## src/rtl/rot_seq_ctrl.sv

```systemverilog
// Command-driven controller for a WIDTH-bit rotating register: load a pattern, rotate it N steps, pulse done.
// Optional abort support is enabled by defining ROT_SEQ_ABORT_EN.
module rot_seq_ctrl #(
    parameter int WIDTH = 4,
    parameter int CNTW  = 4
) (
    input  logic             c,
    input  logic             rst,
    input  logic             start,
    input  logic [WIDTH-1:0] din,
    input  logic [CNTW-1:0]  steps,
    input  logic             dir,
`ifdef ROT_SEQ_ABORT_EN
    input  logic             abort,
    output logic             aborted,
`endif
    output logic [WIDTH-1:0] q,
    output logic             busy,
    output logic             done,
    output logic [CNTW-1:0]  rem,
    output logic [1:0]       dbg_state
);

    // Handshake: start is sampled only while busy=0; a command is accepted at that edge,
    // busy then stays high until the edge leaving DONE, and done pulses for exactly that last cycle.
    typedef enum logic [1:0] {
        IDLE = 2'd0,
        ROT  = 2'd1,
        DONE = 2'd2
    } state_t;

    state_t state;
    logic   dir_q;

    always_ff @(posedge c) begin
        if (rst) begin
            state <= IDLE;
            q     <= '0;
            rem   <= '0;
            dir_q <= 1'b0;
`ifdef ROT_SEQ_ABORT_EN
            aborted <= 1'b0;
`endif
        end else begin
`ifdef ROT_SEQ_ABORT_EN
            aborted <= 1'b0;
`endif
            case (state)
                IDLE: begin
                    if (start) begin
                        q     <= din;
                        rem   <= steps;
                        dir_q <= dir;
                        state <= (steps != '0) ? ROT : DONE;
                    end
                end
                ROT: begin
`ifdef ROT_SEQ_ABORT_EN
                    if (abort) begin
                        // q keeps its partially rotated value
                        rem     <= '0;
                        aborted <= 1'b1;
                        state   <= IDLE;
                    end else
`endif
                    begin
                        if (dir_q)
                            q <= {q[0], q[WIDTH-1:1]};
                        else
                            q <= {q[WIDTH-2:0], q[WIDTH-1]};
                        rem <= rem - CNTW'(1);
                        if (rem == CNTW'(1))
                            state <= DONE;
                    end
                end
                DONE: begin
                    state <= IDLE;
                end
                default: begin
                    state <= IDLE;
                end
            endcase
        end
    end

    // Moore outputs decoded straight from the state register
    assign busy      = (state != IDLE);
    assign done      = (state == DONE);
    assign dbg_state = state;

endmodule

```

## config.mk

```make
export PLATFORM = sky130hd
export DESIGN_NAME = rot_seq_ctrl
export DESIGN_NICKNAME = d
export VERILOG_FILES = /design/src/rtl/rot_seq_ctrl.sv
export SDC_FILE = /design/constraint.sdc
export NUM_CORES = 1
export LEC_CHECK = 0
export CORE_ASPECT_RATIO = 0.75
export CORE_MARGIN = 2
export CORE_UTILIZATION = 35
export DETAILED_ROUTE_END_ITERATION = 8
export GPL_TIMING_DRIVEN = 0
export PLACE_DENSITY = 0.65
export SETUP_SLACK_MARGIN = 0.5
export SLEW_MARGIN = 5
export SYNTH_ARGS = -nofsm -noshare
export SYNTH_HDL_FRONTEND = slang
export SYNTH_SLANG_ARGS = --single-unit
```

## constraint.sdc

```tcl
create_clock -name c -period 1.3 [get_ports c]
set_input_delay 0.195 -clock c [delete_from_list [all_inputs] [get_ports c]]
set_output_delay 0.195 -clock c [all_outputs]
set_load 0.1 [all_outputs]
```

-- After elaboration in Yosys (flattened, before gate mapping)
Cells that the tools add are included.
- flip-flop bits (word level): 11
- logic and storage cells: 26
- output and inout port bits: 12
- add/subtract/negate cells: 1
- equality and inequality tests: 5
- reduce and logical (&&, ||, !) cells: 7
- multiplexer cells: 9
- operators by type and width (cell ; number):
    case mux 4 bit (2 select lines) ; 2
    two-way mux 4 bit ; 3
    two-way mux 2 bit ; 3
    AND reduction 2 bit ; 3
    equality test 4 x 1 -> 1 bit, second input constant ; 1
    inequality test 2 bit, second input constant ; 2
    case mux 2 bit (2 select lines) ; 1
    nonzero test 2 bit ; 2
    nonzero test 4 bit ; 1
    subtractor 4 x 1 -> 4 bit, second input constant ; 1
    equality test 2 x 1 -> 1 bit, second input constant ; 1
    equality test 2 bit, second input constant ; 1
    logical NOT 2 bit ; 1

-- Depth between registers and ports, before layout
Gate-level depths: netlist (run 1).
- depth after elaboration: 4
- gate-level depth with buffers: 5
- mapped depth without buffers: 5

-- Worst setup path before layout (run 1)
OpenSTA, ideal clock, no wires.
- path type: flip-flop to output port
- start point: register state[1], in the netlist dbg_state[1]
- end point: output port done
- setup slack: -1.421 ns
- stages on the path, launching flop included: 3
- path buffers: 1
- data arrival time: 2.526 ns
- data required time: 1.105 ns
- cell sequence: dfxtp_1 -> buf_6 -> nor2b_1
- longest elaborated chain between the ends: 1
- ends and longest elaborated chain (what ; RTL line ; text):
    start, declared ; 32 ; state_t state;
    start signal, assigned ; 54 ; state <= (steps != '0) ? ROT : DONE;
    equality test 2 bit ; 88 ; assign done = (state == DONE);
    end, declared ; 19 ; output logic done,
No other way between the ends.

-- Worst setup path after layout (run 1)
- start point: register state[0], in the netlist dbg_state[0]
- end point: output port busy
- longest elaborated chain between the ends: 1
- ends and longest elaborated chain (what ; RTL line ; text):
    nonzero test 2 bit ; 87 ; assign busy = (state != IDLE);
    end, declared ; 18 ; output logic busy,
No other way between the ends.

==> results of run 1 <==
power by group through the flow:
| stage | Clock (mW) | Sequential [mW] | Combinational, mW |
|---|---|---|---|
| floorplan | 0 | 0.719 | 0.316 |
| global placement | 0 | 0.448 | 0.754 |
| detailed placement | 0 | 0.449 | 0.759 |
| CTS | 0.262 | 0.447 | 1.04 |
| global route | 0.277 | 0.456 | 1.18 |
| finish | 0.256 | 0.448 | 1.14 |
how the worst min path moves through the flow:
| stage | start | end | slack (ns) | depth (start not counted) |
|---|---|---|---|---|
| 2_1_floorplan | dir | dir_q | 0.34 | 2 |
| 3_3_place_gp | rem[0] | rem[0] | 0.51 | 1 |
| 3_5_place_dp | rem[3] | rem[3] | 0.53 | 2 |
| 4_1_cts | steps[0] | rem[0] | 0.47 | 3 |
| 5_1_grt | steps[0] | rem[0] | 0.50 | 3 |
| 6_report | steps[0] | rem[0] | 0.49 | 3 |
cell usage after synthesis, drive strengths merged:
master and number:
a311oi 2, a2111oi 1, nor3 1, or2 1, nor2b 6, o21ai 3, mux2i 1, nand4bb 1
nand2b 7, a21oi 1, nor4b 1, nand3b 1, o32ai 4, clkbuf 2, o21ba 2, buf 3
a211oi 5, and2b 1, nor2 10, nor4 2, inv 2, dfxtp 11, a31oi 1, ha 2
o31a 1, nand2 2, nor3b 1
registers in the layout, summed over array words and instances, names as in the netlist:
signal	cells
rem	4
dbg_state	2
dir_q	1
q	4
layer usage:
layer	GRT usage, %	routed length, µm
met2	39.5	1330
met1	25.1	1050
met3	8.99	106
met4	9.50	64
met5	0	0
metrics by stage:
step,worst slack [ns],power [mW]
3_5_place_dp,-0.611,1.21
6_report,-0.0775,1.84
2_1_floorplan,-0.108,1.03
4_1_cts,-0.0755,1.74
5_1_grt,-0.115,1.92
3_3_place_gp,-0.606,1.20
worst max-delay path, cell delays in order, from the launching register on:
cell,delay [ns]
dfxtp_4,0.36
buf_8,0.13
or2_4,0.25
buf_12,0.16
what timing repair did:
item	in CTS	in global routing
setup buffers	16	5
gates resized for setup	126	17
pin swaps	12	9
setup endpoints to repair	23	23
cloned	0	0
area by class of cell:
type | instances | share of cell area (%)
Buffer | 5 | 3.57
Clock buffer | 3 | 1.46
Clock inverter | 1 | 0.324
Inverter | 2 | 0.486
Multi-Input combinational cell | 57 | 40.6
Sequential cell | 11 | 16.7
Tap cell | 22 | 1.78
Timing Repair Buffer | 44 | 35.1
kinds of logic after synthesis:
| kind of cell | count (synthesis) |
|---|---|
| adders and majority gates | 2 |
| DFF | 11 |
| muxes | 1 |
| and+or+nand+nor | 34 |
| AOI/OAI and AO/OA | 20 |
| buffers and inverters | 7 |
==> metrics.csv, run 1 <==
stage,metric,value,unit
synthesis,Syn Std Cell Area,671,µm²
drt,Pre-antenna DRT Iters,4,
drt,WL/cell,17.6,µm
clock_tree,CTS tree,done,
placement,hpwl dp,1300,µm
power,NetSw,0.833,mW
placement,port bufs,23,
drt,DRC Markers,0,
clock_tree,CTS buffer count,3,
final_layout,Final Util,87.1,%
final_layout,Inserted Diodes,0,
final_layout,fin cells,145,
timing,fin. max-slew vios,0,
synthesis,post-synthesis cell type count,31,
status,status,finished with violations,
floorplan,Die W,54.5,µm
power,clock share of power,13.9,%
power,Peak VDD IR,1200,µV
critical_path,crit path launch type,flop,
power,Comb power frac,61.8,%
final_layout,layout cells sized above 1,69.1,%
drt,Vias,778,
timing,Final Hold Viols,0,
grt,largest net degree at the start of global routing,11,
timing,# setup viols final,8,
synthesis,post-synthesis sequential area ratio,32.8,%
synthesis,largest cells by area after synthesis,"dfxtp_1 (33%), a211oi_1 (5.6%), nand2b_1 (5.6%), nor2_1 (5.6%), nor2b_1 (5.6%)",
power,part of the power in registers,24.3,%
power,Pleak,0.591,nW
timing,final worst setup slack,-0.0775,ns
synthesis,post-synth top area cell,dfxtp_1,
critical_path,R2R depth,7,
critical_path,crit path to,busy,
synthesis,combinational family with the most area after synthesis,simple AND/OR/NAND/NOR gates,
final_layout,Reg area,258,µm²
status,failing checks,setup timing,
floorplan,die area,0.00229,mm²
grt,initial antenna violation count,0,
placement,GP Congestion,0.740,
synthesis,YS warnings,0,
clock_tree,"CTS clk-pin slew, worst paths",0.08,ns
critical_path,crit path DAT,1.18,ns
clock_tree,Root Buffer,clkbuf_4,
drt,drt total wl,2550,µm
floorplan,Starting Density,37.8,%
final_layout,Final nets,138,
timing,hold slack,0.491,ns
timing,RSZ-0062 raised after global routing,true,
critical_path,worst r2r src,dbg_state[0],
critical_path,Crit. End Element,primary output,
timing,skew final,0.00226,ns
power,Int Power,1.01,mW
critical_path,Critical Path Source,dbg_state[0],
drt,post-route ant nets,0,
clock_tree,"Hold-fix buffers, CTS",0,
final_layout,area of the multi-input gates,627,µm²
timing,final setup TNS,-0.469,ns
final_layout,total of fill cells in the finished design,82,
worst_hold_path,min-delay worst type,in2reg,
timing,slew at the pin closest to its max-slew limit,0.473,ns
critical_path,Critical R2R Capture,q[2],
placement,post-placement cell count,120,
grt,vias in the first global route,782,
grt,gr ovfl total,0,
synthesis,top cell type's share of synthesized area,32.8,%
floorplan,I/O Pins,24,
synthesis,Mapped Cells,75,
floorplan,Die Y,41.9,µm
drt,initial drt markers,14,
clock_tree,H-tree depth,1,
critical_path,crit path max fanout,5,
final_layout,"commonest cells after routing, fill and taps aside","buf_12 (14), buf_4 (14), dfxtp_4 (10), clkdlybuf4s50_1 (10), buf_6 (7)",
synthesis,adder-cell share of the synthesized area,3.73,%
synthesis,"FF+latch count, synth",11,
power,sw frac,45.1,%
grt,first-pass GRT wire length,3710,µm
clock_tree,clock sink count,11,
critical_path,"setup slack, reg-to-reg",-0.08,ns
floorplan,row count,13,
clock_tree,Max Buffers Root-to-Sink,2,
grt,Tot GR Track Use,23.3,%
critical_path,Setup CP Type,reg2out,
synthesis,"Avg Cell Area, Syn",8.94,µm²
synthesis,Synth Area in XOR/XNOR,0,%
timing,FMAX,726,MHz
critical_path,Crit path required time,1.11,ns
final_layout,Final Cell Area,0.00154,mm²
synthesis,post-synthesis mux area share,1.49,%
timing,Tmin final,1.38,ns
synthesis,Synth Net Count,89,
job,Max Cap Viol,0,
floorplan,Core Box Area,0.00177,mm²
clock_tree,Skew-Pair Late Insertion Delay,0.29,ns
timing,Final Cycle Share,106,%
drt,drt via density,5.37,
final_layout,Syn-to-layout area delta,130,%
synthesis,complex-gate fraction of the synthesized area,24.8,%
placement,cell area after placement,0.00106,mm²
synthesis,Simple-Gate Fraction of Synth Area,29.9,%
power,PD cells,1190,mW/mm²
timing,worst relative slew slack,68.5,%
(Power assumes the default switching activity.)
==> inputs of run 2 (changes only) <==
--- a/config.mk
+++ b/config.mk
@@ -8,3 +8,2 @@
 export CORE_ASPECT_RATIO = 0.75
-export CORE_MARGIN = 2
 export CORE_UTILIZATION = 35
--- a/constraint.sdc
+++ b/constraint.sdc
@@ -3,2 +3,2 @@
 set_output_delay 0.195 -clock c [all_outputs]
-set_load 0.1 [all_outputs]
+set_load 0.05 [all_outputs]
==> run 2 against run 1 <==
  * The run still ends with setup timing left
  * Critical path depth unchanged
  * Non-clock buffer count down 3
  * Clock skew down 0.0013 ns
  * Critical path type unchanged
  * Critical endpoint unchanged
  * Total power down 18%
  * Largest cell class unchanged
==> metrics.csv, run 2 (same netlist as run 1, synthesis figures left out) <==
stage,metric,value,unit,change
floorplan,die area,0.00210,mm²,was 0.00229 mm²
clock_tree,Root Buffer,clkbuf_4,,unchanged
job,Max Cap Viol,0,,unchanged
power,PD cells,1100,mW/mm²,was 1190 mW/mm²
worst_hold_path,min-delay worst type,in2reg,,unchanged
final_layout,Syn-to-layout area delta,104,%,was 130%
critical_path,R2R depth,5,,was 7
placement,GP Congestion,0.805,,was 0.740
status,status,finished with violations,,unchanged
timing,Final Cycle Share,103,%,was 106%
final_layout,"commonest cells after routing, fill and taps aside","buf_8 (12), buf_6 (10), dfxtp_4 (10), buf_4 (10), clkdlybuf4s50_1 (9)",,"was buf_12 (14), buf_4 (14), dfxtp_4 (10), clkdlybuf4s50_1 (10), buf_6 (7)"
critical_path,crit path launch type,flop,,unchanged
critical_path,Setup CP Type,reg2out,,unchanged
critical_path,Crit. End Element,primary output,,unchanged
critical_path,Critical R2R Capture,q[0],,was q[2]
critical_path,Crit path required time,1.11,ns,about the same
power,Pleak,0.547,nW,was 0.591 nW
clock_tree,CTS buffer count,3,,unchanged
clock_tree,CTS tree,done,,unchanged
final_layout,Inserted Diodes,0,,unchanged
critical_path,worst r2r src,dbg_state[1],,was dbg_state[0]
timing,FMAX,744,MHz,was 726 MHz
floorplan,Die W,52.5,µm,was 54.5 µm
timing,# setup viols final,1,,was 8
drt,WL/cell,15.5,µm,was 17.6 µm
grt,Tot GR Track Use,25.0,%,was 23.3%
floorplan,row count,13,,unchanged
drt,post-route ant nets,0,,unchanged
floorplan,Die Y,39.9,µm,was 41.9 µm
critical_path,crit path max fanout,4,,was 5
critical_path,Critical Path Source,dbg_state[0],,unchanged
status,failing checks,setup timing,,unchanged
drt,drt via density,5.23,,was 5.37
clock_tree,clock sink count,11,,unchanged
timing,worst relative slew slack,69.4,%,was 68.5%
floorplan,Starting Density,37.8,%,unchanged
clock_tree,H-tree depth,1,,unchanged
power,Design Power,1.51,mW,was 1.84 mW
final_layout,Final nets,135,,was 138
clock_tree,Skew-Pair Late Insertion Delay,0.28,ns,was 0.29 ns
drt,drt total wl,2200,µm,was 2550 µm
critical_path,crit path DAT,1.15,ns,was 1.18 ns
drt,initial drt markers,13,,was 14
timing,Final Hold Viols,0,,unchanged
timing,Tmin final,1.34,ns,was 1.38 ns
power,Peak VDD IR,858,µV,was 1200 µV
grt,largest net degree at the start of global routing,11,,unchanged
clock_tree,"Hold-fix buffers, CTS",0,,unchanged
floorplan,Core Box Area,0.00177,mm²,unchanged
timing,final worst setup slack,-0.0435,ns,was -0.0775 ns
timing,skew final,0.000970,ns,was 0.00226 ns
timing,hold slack,0.344,ns,was 0.491 ns
floorplan,I/O Pins,24,,unchanged
placement,hpwl dp,1180,µm,was 1300 µm
drt,DRC Markers,0,,unchanged
timing,fin. max-slew vios,0,,unchanged
worst_hold_path,Hold Crit Depth,4,,was 3
final_layout,"commonest non-fill, non-tap cell in the layout",buf_8,,
final_layout,layout cells sized above 1,62.5,%,was 69.1%
placement,cell area after placement,968,µm²,was 0.00106 mm²
clock_tree,"CTS clk-pin slew, worst paths",0.08,ns,about the same
final_layout,Final Cell Area,0.00137,mm²,was 0.00154 mm²
timing,slew at the pin closest to its max-slew limit,0.459,ns,was 0.473 ns
timing,RSZ-0062 raised after global routing,true,,unchanged
critical_path,"setup slack, reg-to-reg",0.04,ns,was -0.08 ns
grt,gr ovfl total,0,,unchanged
drt,Pre-antenna DRT Iters,4,,unchanged
critical_path,crit path to,busy,,unchanged
clock_tree,Max Buffers Root-to-Sink,2,,unchanged
grt,initial antenna violation count,0,,unchanged
placement,port bufs,23,,unchanged
grt,vias in the first global route,702,,was 782
drt,Vias,742,,was 778
grt,first-pass GRT wire length,3520,µm,was 3710 µm
==> run 2: final cells by class <==
type / count / area (µm²)
inverter: 2 / 7.51
fill: 113 / 402
tap: 22 / 27.5
buffer: 5 / 46.3
timing repair buffer: 41 / 462
multi-input combinational: 57 / 544
clock buffer: 4 / 26.3
sequential: 11 / 258
==> run 2: where the power goes <==
group          leakage, nW  total (mW)  switching (mW)  internal (mW)
clock network       0.0150       0.249           0.130          0.119
registers           0.0974       0.437          0.0509          0.386
logic                0.435       0.822           0.407          0.415
==> run 2: worst min-delay path by stage <==
stage	from	endpoint	slack (ns)
floorplan	dir	dir_q	0.34
global placement	q[2]	q[2]	0.49
detailed placement	rem[0]	rem[0]	0.50
CTS	start	rem[3]	0.42
global route	steps[3]	rem[3]	0.33
finish	steps[3]	dbg_state[1]	0.34
==> run 2: metrics by stage <==
| step | setup slack, ns | utilization (%) | std cells | TNS, ns |
|---|---|---|---|---|
| 5_1_grt | -0.0811 | 77.3 | 142 | -0.0880 |
| 2_1_floorplan | 0.0494 | - | 75 | 0 |
| 6_report | -0.0435 | 77.3 | 142 | -0.0435 |
| 3_3_place_gp | -0.342 | 54.6 | 120 | -2.73 |
| 4_1_cts | -0.0308 | 74.2 | 138 | -0.0308 |
| 3_5_place_dp | -0.346 | 54.6 | 120 | -2.96 |
==> run 2: layer usage <==
layer  up-vias  share of wire [%]  track usage [%]
met2        26                 49             42.4
met3         2                5.5             8.91
met4         0               0.41             7.24
met1       345                 44             29.9
li1        369                  -                -
met5         -                  0                0
==> run 2: worst max-delay path, stage by stage (launching register included) <==
cell,delay [ns]
dfxtp_4,0.35
buf_6,0.12
or2_4,0.25
buf_8,0.15
==> run 2: what timing repair did <==
action                                  in CTS  in global routing
setup buffers                               13                  4
pin swaps                                   10                  7
endpoints found under the setup margin      23                 23
hold endpoints to repair                     0                  0
cloned                                       1                  0
gates resized for setup                    134                  8
==> inputs of run 3 (changes only) <==
Settings changed: HOLD_SLACK_MARGIN set to 0.15.
==> results of run 3 <==
No change in the layout: final DEF, timing and power equal those of run 2.
